[src/rtl/issue_scoreboard.sv]
// Issue-stage scoreboard: tracks registers with outstanding loads, counts
// in-flight loads, and stalls, serialises or traps instructions before execute.

`ifndef ZONE_RANGE
`define ZONE_RANGE 1:0
`endif
`ifndef ZONE_REGFILE
`define ZONE_REGFILE 2'd0
`endif
`ifndef ZONE_LOADQ
`define ZONE_LOADQ 2'd1
`endif
`ifndef ZONE_STOREQ
`define ZONE_STOREQ 2'd2
`endif

module issue_scoreboard #(
    parameter int C_LOADQ_DEPTH = 4,
    parameter int C_CNT_W       = 4
) (
    input  logic               clk_i,
    input  logic               reset_i,
    input  logic               ins_valid_i,
    input  logic               ins_err_i,
    input  logic               jump_i,
    input  logic               csr_access_i,
    input  logic [`ZONE_RANGE] zone_i,
    input  logic [4:0]         regd_addr_i,
    input  logic               regs1_rd_i,
    input  logic [4:0]         regs1_addr_i,
    input  logic               regs2_rd_i,
    input  logic [4:0]         regs2_addr_i,
    input  logic               wb_valid_i,
    input  logic [4:0]         wb_addr_i,
    input  logic               jump_done_i,
    input  logic               flush_i,
    output logic               ins_ready_o,
    output logic               issue_o,
    output logic               exception_o,
    output logic [C_CNT_W-1:0] loadq_cnt_o,
    output logic [31:0]        stall_cnt_o,
    output logic [1:0]         state_o
);

    typedef enum logic [1:0] {
        RUN       = 2'd0,
        WAIT_JUMP = 2'd1,
        HALT      = 2'd2
    } state_t;

    localparam logic [C_CNT_W-1:0] DEPTH_C = C_CNT_W'(C_LOADQ_DEPTH);

    state_t             state_q, state_d;
    logic [31:0]        pending_q, pending_d;
    logic [C_CNT_W-1:0] count_q, count_d;
    logic               exception_d;
    logic               writes_rd, hazard, load_ok, csr_ok, load_issue, wb_dec;
    logic [31:0]        set_mask, clr_mask;

    // Handshake: ins_ready_o never looks at ins_valid_i; the instruction
    // transfers in the cycle where ins_valid_i and ins_ready_o are both high.
    always_comb begin
        writes_rd = ((zone_i == `ZONE_REGFILE) || (zone_i == `ZONE_LOADQ))
                    && !jump_i && (regd_addr_i != 5'd0);
        hazard    = (regs1_rd_i && pending_q[regs1_addr_i])
                  | (regs2_rd_i && pending_q[regs2_addr_i])
                  | (writes_rd  && pending_q[regd_addr_i]);
        load_ok   = (zone_i != `ZONE_LOADQ) || (count_q < DEPTH_C);
        csr_ok    = !csr_access_i || (count_q == '0);
        ins_ready_o = (state_q == RUN) && !ins_err_i && !hazard && load_ok && csr_ok;
        issue_o     = ins_valid_i && ins_ready_o;
        load_issue  = issue_o && (zone_i == `ZONE_LOADQ);
        wb_dec      = wb_valid_i && (count_q != '0);
    end

    // Set is applied after clear so a forced same-bit collision keeps the bit.
    always_comb begin
        set_mask  = (load_issue && regd_addr_i != 5'd0) ? (32'd1 << regd_addr_i) : 32'd0;
        clr_mask  = wb_valid_i ? (32'd1 << wb_addr_i) : 32'd0;
        pending_d = (pending_q & ~clr_mask) | set_mask;
        pending_d[0] = 1'b0;
    end

    always_comb begin
        count_d = count_q;
        if (load_issue && !wb_dec) begin
            count_d = count_q + 1'b1;
        end else if (!load_issue && wb_dec) begin
            count_d = count_q - 1'b1;
        end
    end

    always_comb begin
        state_d     = state_q;
        exception_d = 1'b0;
        if (flush_i) begin
            state_d = RUN;
        end else begin
            case (state_q)
                RUN: begin
                    if (ins_valid_i && ins_err_i) begin
                        state_d     = HALT;
                        exception_d = 1'b1;
                    end else if (issue_o && jump_i) begin
                        state_d = WAIT_JUMP;
                    end
                end
                WAIT_JUMP: if (jump_done_i) state_d = RUN;
                HALT:      state_d = HALT;
                default:   state_d = RUN;
            endcase
        end
    end

    always_ff @(posedge clk_i or posedge reset_i) begin
        if (reset_i) begin
            state_q     <= RUN;
            pending_q   <= '0;
            count_q     <= '0;
            exception_o <= 1'b0;
            stall_cnt_o <= '0;
        end else begin
            state_q     <= state_d;
            pending_q   <= pending_d;
            count_q     <= count_d;
            exception_o <= exception_d;
            if (ins_valid_i && !ins_ready_o && stall_cnt_o != 32'hFFFF_FFFF) begin
                stall_cnt_o <= stall_cnt_o + 32'd1;
            end
        end
    end

    assign loadq_cnt_o = count_q;
    assign state_o     = state_q;

endmodule

[config.mk]
export PLATFORM = sky130hd
export DESIGN_NAME = issue_scoreboard
export DESIGN_NICKNAME = d
export VERILOG_FILES = /design/src/rtl/issue_scoreboard.sv
export SDC_FILE = /design/constraint.sdc
export NUM_CORES = 1
export LEC_CHECK = 0
export ABC_AREA = 1
export CAP_MARGIN = 20
export CORE_MARGIN = 10
export CORE_UTILIZATION = 30
export CTS_BUF_LIST = sky130_fd_sc_hd__clkbuf_8
export CTS_CLUSTER_SIZE = 8
export DETAILED_ROUTE_END_ITERATION = 10
export PLACE_DENSITY_LB_ADDON = 0.25
export SLEW_MARGIN = 25
export SYNTH_ARGS = -nofsm -noshare
export SYNTH_HDL_FRONTEND = slang
export SYNTH_SLANG_ARGS = --single-unit
[constraint.sdc]
create_clock -name clk_i -period 3.6 [get_ports clk_i]
set_input_delay 0.9 -clock clk_i [delete_from_list [all_inputs] [get_ports clk_i]]
set_output_delay 0.9 -clock clk_i [all_outputs]
set_load 0.005 [all_outputs]
==> results by group <==
Status
  • Outcome: finished, final reports clean

Final layout
  • Share of cells above drive strength 1: 13.7%
  • Antenna Cells: 0
  • Nets: 929
  • P&R area growth vs syn: 27.2%
  • Non-Filler Instances: 1121

Pwr
  • Leak: 3.21 nW
  • Seq pwr share: 38.3%
  • Combinational Power Share: 38.2%
  • Peak VDD IR: 300 µV
  • P_sw: 0.00110 W
  • P per Cell Area: 426 mW/mm²
  • Clock share of power: 23.5%
  • Switch share: 37.8%
  • Int Power: 0.00181 W

Floorplanning
  • DIE HEIGHT: 154 µm
  • Initial Utilization: 30.8%
  • IO Pins: 74
  • FP Rows: 48
  • Total core area: 0.0174 mm²
  • Die Span X: 154 µm
  • Die ar.: 0.0236 mm²

Timing
  • Final setup vio count: 0
  • Tmin final: 3.49 ns
  • Final hold vios: 0
  • Tightest Pin Transition: 0.660 ns
  • Final Worst Setup Slack: 0.110 ns
  • Layout Skew: 0.0140 ns
  • Fin crit share: 96.9%
  • Count of pins over their slew limit: 0
  • Rel. slew slack: 56.0%
  • Max frequency: 0.287 GHz

Logic synthesis
  • Ys async rst share: 100%
  • Top-area cell type share of the netlist area: 32.6%
  • Synthesis-stage register bit count: 70
  • Synthesized area per cell: 6.81 µm²
  • Syn Inst Count: 788
  • Ys Warns: 0
  • Yosys cell types: 39
  • Dominant cells by area after synthesis: dfrtp_1, nand2_1, nand3_1
  • Cell taking the most area after synthesis: dfrtp_1
  • Most numerous cell in the Yosys netlist: nand2_1
  • Mapped Area: 0.00537 mm²
  • Register area share after synthesis: 32.6%
  • Syn_nets: 826
  • Synth top cells by count: nand2_1, inv_1, nand3_1
  • Top_reg_cell synth: dfrtp_1
  • Number of synthesized flops with an enable pin: 0

Global routing
  • Vias in the first global route: 5333
  • GRT Residual Overflow: 0
  • Largest net degree at the start of global routing: 45
  • Initial antenna violation count: 0
  • First-pass GRT wire length: 28900 µm
  • M2 GR Usage: 24.3%
  • Met1 GRT Util: 19.4%
  • Gr usage total: 14.9%
  • M3 GR Usage: 3.18%
  • Grt peak-use layer: met2

Detailed routing
  • Final routed wire length divided by cell count: 16.1 µm
  • Drt first pass iters: 5
  • DRC viols: 0
  • Routed vias/inst: 4.86
  • Drt total wl: 18100 µm
  • Via count: 5445
  • Post-DRT Antenna Nets: 0
  • 1st-iter DRT viols: 358

Worst setup path
  • CP max FO: 10
  • Crit-path cells: clkdlybuf4s15_1, clkinv_4, buf_12, nand2_1, nand3_1, nand3_1, nand3_1, nand3_1, nand3_2, nand2_2, inv_1, nand2_1, nor2_2, dlygate4sd2_1
  • Setup crit start kind: input pin
  • CP delay by family, top: buffers and inverters
  • Largest stage delay, worst path: 0.28 ns
  • Critical Path RT: 2.70 ns
  • Arrival time at the worst endpoint: 2.59 ns
  • Setup crit end kind: output port
  • Critical-path top delay cell: clkdlybuf4s15_1
  • CP dominant cell by count: nand3_1
  • Crit path kind: in2out
  • Critical path buffer and inverter count: 5

Clock network
  • TritonCTS Buffers: 9
  • Clock sinks: 70
  • H-tree Lvls: 3
  • Clock transition at path regs: 0.07 ns
  • CTS tree: done
  • Root Buffer: clkbuf_8
  • Clock Latency Late Sink: 0.36 ns
  • Max Buffers Root-to-Sink: 2

Placement
  • Inst Count DP: 1103
  • # port buffers: 73
  • Placement Setup Slack: -0.550 ns
  • GP Congestion: 1.00
  • DP Wirelength: 13900 µm

Worst hold path
  • HP Class: reg2reg

Job
  • Number of max-cap violations: 0
==> worst paths after layout <==
| path | start | endpoint | slack (ns) | cells past startpoint |
|---|---|---|---|---|
| worst max-delay path | regs2_addr_i[0] | issue_o | 0.11 | 14 |
| worst min-delay path | loadq_cnt_o[3] | loadq_cnt_o[3] | 0.52 | 1 |
| worst max register to register | state_o[1] | loadq_cnt_o[3] | 0.68 | 15 |
| worst min register to register | loadq_cnt_o[3] | loadq_cnt_o[3] | 0.52 | 1 |
| max in group asynchronous | reset_i | pending_q[3] | 2.04 | 3 |
| min in group asynchronous | reset_i | stall_cnt_o[29] | 0.95 | 2 |
==> kinds of logic after synthesis <==
group	after synthesis	share of synthesized area, %
fa+ha+maj	5	1.31
xor+xnor	27	4.41
flops	70	32.6
compound gates	96	12.9
buf+inv	127	11.1
simple gates	463	37.6
==> state kept, by name, summed over array words and instances (netlist names) <==
name,cells
exception_o,1
loadq_cnt_o,4
pending_q,31
stall_cnt_o,32
state_o,2
==> power by group through the flow <==
stage / Combinational, W / Sequential, W / Clock [W]
2_1_floorplan: 0.000629 / 0.00109 / 0
3_3_place_gp: 0.00109 / 0.00113 / 0
3_5_place_dp: 0.00109 / 0.00113 / 0
4_1_cts: 0.00110 / 0.00112 / 0.000697
5_1_grt: 0.00124 / 0.00114 / 0.000723
6_report: 0.00111 / 0.00112 / 0.000683
==> per-layer routing <==
| layer | up-vias | part of all wire, % |
|---|---|---|
| met5 | - | 0 |
| met4 | 0 | 1.7 |
| met3 | 29 | 6.5 |
| met2 | 158 | 46 |
| met1 | 2517 | 45 |
| li1 | 2741 | - |
==> final cells by class <==
type / instances / area, µm²
clock buffer: 10 / 138
multi-input combinational: 591 / 3060
inverter: 98 / 379
clock inverter: 6 / 70.1
fill: 1878 / 10600
tap: 225 / 282
timing repair buffer: 121 / 1150
sequential: 70 / 1750
==> placed cells by master, fill, tap and decap left out, drive strengths merged, types with 3 or more instances in the layout <==
master and n:
clkbuf 10, o21bai 31, xnor2 6, nand4 8, o21ai 29, buf 48, ha 4, nor2 77
clkinv 5, nor4 13, inv 95, nand3 87, dfrtp 70, a21oi 29, clkinvlp 3, xor2 21
nand2 248, dlygate4sd2 7, nor3 28, clkdlybuf4s50 63
==> stage by stage <==
step	cell area [µm²]	total power, W	util (%)	TNS [ns]	hold WS [ns]
floorplan	5370	0.00172	-	0	0.485
global placement	6560	0.00222	37.6	-1.59	0.514
detailed placement	6560	0.00222	37.6	-1.79	0.512
CTS	6790	0.00291	39.0	0	0.530
global route	6830	0.00310	39.2	-0.0410	0.532
finish	6830	0.00291	39.2	0	0.524
==> what timing repair did <==
action | 4_1_cts | 5_1_grt
gates resized for setup | 20 | 6
pin swaps | 1 | 0
hold buffers | 0 | 0
endpoints found under the hold margin | 0 | 0
setup buffers | 0 | 1
setup endpoints to repair | 3 | 2
cloned | 1 | 0
==> worst reg2reg max path: cells and delay by family, from the launching register on <==
family / cells / cell delay [ns]
and+or+nand+nor: 8 / 1.05
AOI/OAI and AO/OA: 2 / 0.58
adders and majority gates: 2 / 0.48
DFF: 1 / 0.41
buffers and inverters: 2 / 0.15
xor gates and xnor gates: 1 / 0.13
No activity file was read; power rests on OpenSTA's default activity.
